**src/rtl/alu_stage.sv**
```systemverilog
// rtl/alu_stage.sv - execute-stage ALU: latches operands on start, returns result, {Z,N,C,V} and write-back
// Define ALU_MUL_EN to make opcode 11 an 8-step iterative shift-add multiply; otherwise it is reserved.
module alu_stage #(
   parameter int DATA_WIDTH = 8,
   parameter int SEL_WIDTH  = 3
) (
   input  logic                  clk,
   input  logic                  rst_n,
   input  logic                  in_start,
   input  logic [3:0]            in_opcode,
   input  logic [DATA_WIDTH-1:0] in_rx_data,
   input  logic [DATA_WIDTH-1:0] in_ry_data,
   input  logic [SEL_WIDTH-1:0]  in_rx_selector,
   output logic                  out_busy,
   output logic                  out_done,
   output logic [DATA_WIDTH-1:0] out_result,
   output logic                  out_wb_en,
   output logic [SEL_WIDTH-1:0]  out_wb_selector,
   output logic [3:0]            out_flags
);

   localparam int W = DATA_WIDTH;

   localparam logic [3:0] OP_ADD = 4'd0;
   localparam logic [3:0] OP_ADC = 4'd1;
   localparam logic [3:0] OP_SUB = 4'd2;
   localparam logic [3:0] OP_SBB = 4'd3;
   localparam logic [3:0] OP_AND = 4'd4;
   localparam logic [3:0] OP_OR  = 4'd5;
   localparam logic [3:0] OP_XOR = 4'd6;
   localparam logic [3:0] OP_NOT = 4'd7;
   localparam logic [3:0] OP_SHL = 4'd8;
   localparam logic [3:0] OP_SHR = 4'd9;
   localparam logic [3:0] OP_CMP = 4'd10;
   localparam logic [3:0] OP_MOV = 4'd12;

`ifdef ALU_MUL_EN
   localparam logic [3:0] OP_MUL = 4'd11;
   localparam int CW = $clog2(W);
   typedef enum logic [1:0] {ST_IDLE, ST_EXEC, ST_MUL} state_t;
`else
   typedef enum logic [1:0] {ST_IDLE, ST_EXEC} state_t;
`endif

   state_t state, state_nxt;

   logic [3:0]   op_q;
   logic [W-1:0] a_q;
   logic [W-1:0] b_q;
   logic         cin_q;
   logic         accept;

   logic [W:0]   sum_full;
   logic [W:0]   diff_full;
   logic         add_cin;
   logic         sub_cin;
   logic [W-1:0] alu_res;
   logic         alu_c;
   logic         alu_v;
   logic         alu_wr;
   logic         alu_wb;
   logic         alu_upd;
   logic [3:0]   alu_flags;

`ifdef ALU_MUL_EN
   logic [2*W-1:0] mul_acc;
   logic [2*W-1:0] mul_mcand;
   logic [2*W-1:0] mul_acc_nxt;
   logic [W-1:0]   mul_mplier;
   logic [CW-1:0]  mul_cnt;
   logic           mul_last;
   logic           mul_hi_nz;

   assign mul_acc_nxt = mul_mplier[0] ? (mul_acc + mul_mcand) : mul_acc;
   assign mul_last    = (mul_cnt == CW'(W - 1));
   assign mul_hi_nz   = (mul_acc_nxt[2*W-1:W] != '0);
`endif

   assign accept   = in_start && (state == ST_IDLE);
   assign out_busy = (state != ST_IDLE);

   always_ff @(posedge clk or negedge rst_n) begin
      if (!rst_n) begin
         state <= ST_IDLE;
      end else begin
         state <= state_nxt;
      end
   end

   always_comb begin
      state_nxt = state;
      case (state)
         ST_IDLE: begin
            if (in_start) begin
`ifdef ALU_MUL_EN
               if (in_opcode == OP_MUL) state_nxt = ST_MUL;
               else                     state_nxt = ST_EXEC;
`else
               state_nxt = ST_EXEC;
`endif
            end
         end
         ST_EXEC: state_nxt = ST_IDLE;
`ifdef ALU_MUL_EN
         ST_MUL:  if (mul_last) state_nxt = ST_IDLE;
`endif
         default: state_nxt = ST_IDLE;
      endcase
   end

   // Carry-in comes from the C flag captured at accept, not the live flag.
   always_comb begin
      add_cin   = (op_q == OP_ADC) ? cin_q : 1'b0;
      sub_cin   = (op_q == OP_SBB) ? cin_q : 1'b0;
      sum_full  = {1'b0, a_q} + {1'b0, b_q} + {{W{1'b0}}, add_cin};
      diff_full = {1'b0, a_q} - {1'b0, b_q} - {{W{1'b0}}, sub_cin};
      alu_res   = a_q;
      alu_c     = 1'b0;
      alu_v     = 1'b0;
      alu_wr    = 1'b0;
      alu_wb    = 1'b0;
      alu_upd   = 1'b0;
      case (op_q)
         OP_ADD, OP_ADC: begin
            alu_res = sum_full[W-1:0];
            alu_c   = sum_full[W];
            alu_v   = (a_q[W-1] == b_q[W-1]) && (alu_res[W-1] != a_q[W-1]);
            alu_wr  = 1'b1;
            alu_wb  = 1'b1;
            alu_upd = 1'b1;
         end
         OP_SUB, OP_SBB, OP_CMP: begin
            alu_res = diff_full[W-1:0];
            alu_c   = diff_full[W];
            alu_v   = (a_q[W-1] != b_q[W-1]) && (alu_res[W-1] != a_q[W-1]);
            alu_wr  = (op_q != OP_CMP);
            alu_wb  = (op_q != OP_CMP);
            alu_upd = 1'b1;
         end
         OP_AND, OP_OR, OP_XOR, OP_NOT, OP_MOV: begin
            case (op_q)
               OP_AND:  alu_res = a_q & b_q;
               OP_OR:   alu_res = a_q | b_q;
               OP_XOR:  alu_res = a_q ^ b_q;
               OP_NOT:  alu_res = ~a_q;
               default: alu_res = b_q;
            endcase
            alu_wr  = 1'b1;
            alu_wb  = 1'b1;
            alu_upd = 1'b1;
         end
         OP_SHL: begin
            alu_res = {a_q[W-2:0], 1'b0};
            alu_c   = a_q[W-1];
            alu_wr  = 1'b1;
            alu_wb  = 1'b1;
            alu_upd = 1'b1;
         end
         OP_SHR: begin
            alu_res = {1'b0, a_q[W-1:1]};
            alu_c   = a_q[0];
            alu_wr  = 1'b1;
            alu_wb  = 1'b1;
            alu_upd = 1'b1;
         end
         default: begin
            alu_res = a_q;
         end
      endcase
      alu_flags = {(alu_res == '0), alu_res[W-1], alu_c, alu_v};
   end

   always_ff @(posedge clk or negedge rst_n) begin
      if (!rst_n) begin
         op_q            <= '0;
         a_q             <= '0;
         b_q             <= '0;
         cin_q           <= 1'b0;
         out_done        <= 1'b0;
         out_wb_en       <= 1'b0;
         out_result      <= '0;
         out_wb_selector <= '0;
         out_flags       <= '0;
`ifdef ALU_MUL_EN
         mul_acc         <= '0;
         mul_mcand       <= '0;
         mul_mplier      <= '0;
         mul_cnt         <= '0;
`endif
      end else begin
         out_done  <= 1'b0;
         out_wb_en <= 1'b0;
         if (accept) begin
            op_q            <= in_opcode;
            a_q             <= in_rx_data;
            b_q             <= in_ry_data;
            cin_q           <= out_flags[1];
            out_wb_selector <= in_rx_selector;
`ifdef ALU_MUL_EN
            mul_acc         <= '0;
            mul_mcand       <= {{W{1'b0}}, in_rx_data};
            mul_mplier      <= in_ry_data;
            mul_cnt         <= '0;
`endif
         end
         if (state == ST_EXEC) begin
            out_done  <= 1'b1;
            out_wb_en <= alu_wb;
            if (alu_wr)  out_result <= alu_res;
            if (alu_upd) out_flags  <= alu_flags;
         end
`ifdef ALU_MUL_EN
         // One partial-product step per cycle; the last step also publishes the low byte.
         if (state == ST_MUL) begin
            mul_acc    <= mul_acc_nxt;
            mul_mcand  <= {mul_mcand[2*W-2:0], 1'b0};
            mul_mplier <= {1'b0, mul_mplier[W-1:1]};
            mul_cnt    <= mul_cnt + 1'b1;
            if (mul_last) begin
               out_done   <= 1'b1;
               out_wb_en  <= 1'b1;
               out_result <= mul_acc_nxt[W-1:0];
               out_flags  <= {(mul_acc_nxt[W-1:0] == '0), mul_acc_nxt[W-1], mul_hi_nz, mul_hi_nz};
            end
         end
`endif
      end
   end

endmodule

```
**config.mk**
```make
export PLATFORM = sky130hd
export DESIGN_NAME = alu_stage
export DESIGN_NICKNAME = d
export VERILOG_FILES = /design/src/rtl/alu_stage.sv
export SDC_FILE = /design/constraint.sdc
export NUM_CORES = 1
export LEC_CHECK = 0
export ABC_CLOCK_PERIOD_IN_PS = 3100
export CORE_AREA = 3 3 85 87
export DETAILED_ROUTE_END_ITERATION = 12
export DIE_AREA = 0 0 88 90
export PLACE_DENSITY_LB_ADDON = 0.15
export REMOVE_ABC_BUFFERS = 1
export SLEW_MARGIN = 10
export SYNTH_ARGS = -nofsm -noshare
export SYNTH_HDL_FRONTEND = slang
export SYNTH_SLANG_ARGS = --single-unit
```
**constraint.sdc**
```tcl
create_clock -name clk -period 3.1 [get_ports clk]
set_clock_uncertainty 0.05 [all_clocks]
set_input_delay 0.62 -clock clk [delete_from_list [all_inputs] [get_ports clk]]
set_output_delay 0.62 -clock clk [all_outputs]
set_load 0.005 [all_outputs]
```
Yosys cells after proc, flatten, opt, wreduce, memory -nomap -nowiden
Index checks and enable logic that the tools add are counted.
{ "totals": {"inputBits": 26, "ff_bits": 40, "output_inout_bits": 18, "word_cells": 62} }
{ "op_classes": {"n_reduce_logical": 14, "eq_ne": 18, "bitwise_logic": 4, "n_mux": 12, "add_sub_neg": 4} }
{ "op_table": {"columns": ["operator", "count"], "rows": [
  ["8-bit case mux with 5 select lines", 1],
  ["8-bit case mux with 4 select lines", 1],
  ["4-bit by 3-bit == test with 1-bit output, second input constant", 4],
  ["4-bit == test, second input constant", 4],
  ["12-bit OR reduction", 1],
  ["8-bit by 8-bit adder with 9-bit output", 1],
  ["9-bit by 1-bit adder with 9-bit output", 1],
  ["9-bit OR reduction", 1],
  ["8-bit by 8-bit subtractor with 9-bit output", 1],
  ["9-bit by 1-bit subtractor with 9-bit output", 1],
  ["8-bit AND", 1],
  ["4-bit by 2-bit == test with 1-bit output, second input constant", 2],
  ["8-bit logical NOT", 1],
  ["8-bit NOT", 1],
  ["8-bit bitwise OR", 1],
  ["8-bit XOR", 1],
  ["1-bit 2-to-1 mux", 5],
  ["5-bit OR reduction", 1],
  ["4-bit by 1-bit == test with 1-bit output, second input constant", 1],
  ["4-bit logical NOT", 1],
  ["2-bit 2-to-1 mux", 2],
  ["4-bit inequality test, second input constant", 1],
  ["1-bit case mux with 2 select lines", 2],
  ["1-bit case mux with 4 select lines", 1],
  ["10 further kinds", 15]
]} }

Depth between registers and ports, before layout
{ "depth": {"ltp_word": 6, "depth_mapped": 16, "depth_no_buf": 13} }

Worst setup path before layout
No wires, ideal clock.
{ "synth_timing": {"path_type": "reg2reg", "startpoint": "reg op_q[3]", "endpoint": "reg out_flags[1]", "synth_period_minus_slack_ns": 3.282, "setup_slack_ns": -0.182, "n_path_buf": 3, "required_time_ns": 2.921, "setup_time_ns": 0.129, "stages_incl_launch_ff": 15, "arrival_time_ns": 3.103, "cell_sequence": "dfrtp_1 buf_2 buf_2 clkbuf_1 nor2_1 nand4_1 fa_1 fa_1 o21a_1 o221a_2 a21o_1 a21oi_1 xor2_1 a221oi_1 a21oi_1"} }
{ "synth_between": {"elab_chain_cells": 4, "elab_cells_between_ends": 22, "classes_between": "2 x add/sub; 11 x eq/ne; 4 x mux; 5 x reduce/logical"} }
{ "synth_rtl": {"columns": ["item", "line_no", "rtl"], "rows": [
  ["from (decl)", "47", "logic [3:0] op_q;"],
  ["from (signal assigned)", "194", "op_q <= in_opcode;"],
  ["4-bit by 2-bit == test with 1-bit output (tied with other cells)", "114, 123", null],
  ["1-bit 2-to-1 mux (tied with other cells)", "114", "sub_cin = (op_q == OP_SBB) ? cin_q : 1'b0;"],
  ["9-bit by 1-bit subtractor with 9-bit output (tied with other cells)", "116", "diff_full = {1'b0, a_q} - {1'b0, b_q} - {{W{1'b0}}, sub_cin};"],
  ["1-bit case mux with 4 select lines or 2-bit AND reduction (tied branches)", null, null],
  ["to (signal assigned)", "210", "if (alu_upd) out_flags <= alu_flags;"],
  ["to (decl)", "19", "output logic [3:0] out_flags"]
]} }
Several ways; a longest one is shown, not always the timed one.
A chain may end at the register's enable or synchronous reset.

Final worst setup path
{ "layout_timing": {"startpoint": "reg op_q[1]", "endpoint": "reg out_result[6]"} }
{ "layout_between": {"elab_chain_cells": 4, "elab_cells_between_ends": 25, "classes_between": "2 x add/sub; 12 x eq/ne; 5 x mux; 6 x reduce/logical"} }
{ "layout_rtl": {"columns": ["item", "line_no", "rtl"], "rows": [
  ["4-bit by 2-bit == test with 1-bit output (tied with other cells)", "114, 123", null],
  ["1-bit 2-to-1 mux (tied with other cells)", "114", null],
  ["9-bit by 1-bit subtractor with 9-bit output (tied with other cells)", "116", null],
  ["8-bit case mux with 5 select lines or 2-bit AND reduction (tied branches)", null, null],
  ["to (signal assigned)", "209", "if (alu_wr) out_result <= alu_res;"],
  ["to (decl)", "16", "output logic [DATA_WIDTH-1:0] out_result,"]
]} }
Several ways; a longest one is shown, not always the timed one.

==> impl_results.md <==
- Placer Congestion: 0.956
- CTS buffer count: 5
- Yosys reg bits: 39
- Initial core utilization: 0.499
- Final hold vios: 0
- WL final: 8.45 mm
- Synth unique cells: 63
- Largest net degree at the start of global routing: 40
- Final min period: 2.94 ns
- Remaining DRCs: 0
- Critical path data arrival time: 3.13 ns
- P per Cell Area: 605 nW/um^2
- Number of synthesized flops with an enable pin: 0
- Most frequently used flop master after synthesis: dfrtp_1
- YS warnings: 0
- GRT Residual Overflow: 0
- Top-Level Pins: 44
- Die width: 88 um
- Die Span Y: 90 um
- Num Clock Sinks: 39
- First-pass GRT wire length: 13.5 mm
- Max Slew Vio Count: 0
- Internal power: 1.44 mW
- Worst hold path class: in2async
- Port bufs: 43
- Drt wl/cell: 17.2 um
- Max cap viols: 0
- Setup Buffers After CTS: 0
- Reg power frac: 0.295
- Ratio of final minimum period to clock period: 0.949
- Setup TNS: 0 ns
- DP HPWL: 6.38 mm
- Vias in the first global route: 2,745
- Status: completed
- First-pass iteration count of the detailed router: 5
- Core area: 6420 sq um
- Post-synthesis sequential area ratio: 0.304
- Least-Margin Pin Slew: 0.896 ns
- Clk_lat worst skew: 0.31 ns
- Overall power: 2.37 mW
- Net Sw Frac: 0.390
- Routed vias: 2,918
- WS Path Type: reg2reg
- Initial DRC Count: 198
- Commonest non-fill, non-tap cell in the layout: nand2_1
- Switching pwr: 923 uW
- P&R area growth vs syn: 21.8%
- Cells after synthesis: 365
- Drt via density: 5.93
- Worst Setup Start Kind: register
- CTS Buffer Depth: 2
- Nets: 474
- Clk network pwr share: 0.189
- Synth async-reset ratio: 1.00
- P_leak: 1.72 nW
- Initial antenna violation count: 0
- Post-Syn Area per Cell: 8.79 sq um
- # fillers: 589
- DRT antenna net count: 0
- H-tree depth: 2
- Synthesized area: 3210 sq um
- Rows: 29
- Worst setup EP type: register
- Rel. slew slack: 0.403
- Crit Path Max Fanout: 4
- Register-to-Register Path Depth: 12
- CTS tree: done
- Final setup viols: 0
- Setup slack at placement: -0.0387 ns
- Share of cells above drive strength 1: 0.140
- Fmax: 340 MHz
- Clk root buf: clkbuf_8
- Worst-path clk slew: 0.09 ns
- Maximum vdd drop: 278 uV
- Required time of the critical path: 3.29 ns
- Commonest cells after routing, fill and taps aside: 44 x nand2_1, 42 x clkdlybuf4s50_1, 39 x o21ai_0, 39 x dfrtp_1, 34 x inv_1
- Combinational share of power: 0.516
- Setup ws final: 0.158 ns
- GRT Total Usage: 0.213
- Die area: 7920 sq um
- Antenna Cells: 0
sequential cells by signal (all words and copies together), names as in the netlist:
name and flops:
a_q 8, b_q 8, out_result 8, op_q 4, out_flags 4, out_wb_selector 3, cin_q 1, out_done 1
out_wb_en 1, state 1
Yosys cell counts (2+ instances only):
cell      number  area [sq um]
buf_2          4          20.0
o32a_1         2          20.0
mux4_2         3          67.6
nor3_1         9          45.0
nand2b_1       4          25.0
a21o_1         4          30.0
a21oi_1       15          75.1
a21boi_0       3          22.5
o31ai_1        2          15.0
buf_4          5          37.5
a211oi_1       3          22.5
mux2i_1        9          90.1
nand2_1       44           165
a22oi_1        2          15.0
o21ai_0       40           200
ha_1          30           375
a221oi_1       2          17.5
o21a_1         3          22.5
or3_1          5          31.3
mux2_2        12           135
dfrtp_1       39           976
nor2b_1        3          18.8
inv_1         34           128
nor3_2         2          20.0
fa_1           4          80.1
o311a_1        2          20.0
nand4_1        4          25.0
nor3b_1        2          15.0
or2_2          2          12.5
nand3b_1       3          22.5
a31oi_1        9          56.3
clkbuf_1       8          30.0
a311oi_1       2          17.5
xor2_1         5          43.8
nor2_1        16          60.1
nand3_1        2          10.0
kinds of logic (layout without fill, tap and decap cells):
family,after synthesis,count (layout),synth area share
buffers and inverters,52,102,0.0683
AOI/OAI and AO/OA,107,107,0.218
muxes,24,24,0.0913
xor gates and xnor gates,6,6,0.0164
adders and majority gates,35,35,0.145
and+or+nand+nor,102,102,0.156
DFF,39,39,0.304
routing by layer:
layer	track usage	share of wire
met4	0.0767	0.032
met5	0	0
met3	0.0375	0.052
met2	0.335	0.46
met1	0.291	0.45
area by class of cell:
type	instances	area, sq um	area share
Multi-Input combinational cell	274	2040	0.523
Tap cell	77	96.3	0.0247
Clock buffer	5	68.8	0.0176
Inverter	34	128	0.0327
Timing Repair Buffer	60	553	0.142
Sequential cell	39	976	0.250
Clock inverter	3	43.8	0.0112
what timing repair did:
item | CTS | global route
resized for setup | 1 | 7
endpoints found under the setup margin | 1 | 7
hold buffers | 0 | 0
critical path, cell delays in order, from the launching register on:
cell	delay, ns
dfrtp_1	0.45
nand2b_1	0.19
nor2_1	0.12
fa_1	0.24
inv_1	0.07
fa_1	0.43
nor2b_1	0.24
o31ai_2	0.11
a21oi_1	0.21
nor3_1	0.07
nand3b_1	0.15
a31oi_1	0.32
mux2_2	0.22
power by group through the flow:
stage	clock (mW)	combinational [mW]	sequential (mW)
2_1_floorplan	0	0.710	0.730
5_1_grt	0.477	1.35	0.710
6_report	0.447	1.22	0.698
4_1_cts	0.464	1.20	0.697
3_5_place_dp	0	1.19	0.707
3_3_place_gp	0	1.17	0.704
stage by stage:
stage               utilization  std cells  instance area [sq um]  hold WS [ns]
floorplan                     -        347                   3120         0.274
global placement          0.587        484                   3770         0.412
detailed placement        0.587        484                   3770         0.419
CTS                       0.605        492                   3890         0.425
global route              0.608        492                   3910         0.447
finish                    0.608        492                   3910         0.375
final timing paths:
check | startpoint | endpoint | slack [ns]
setup / recovery | op_q[1] | out_result[6] | 0.16
hold / removal | rst_n | b_q[3] | 0.37
setup reg to reg | op_q[1] | out_result[6] | 0.16
hold reg to reg | out_result[4] | out_result[4] | 0.44
max in group asynchronous | rst_n | b_q[6] | 2.05
min in group clk | out_result[4] | out_result[4] | 0.44
Note: power is estimated with default switching activity, not from simulation.
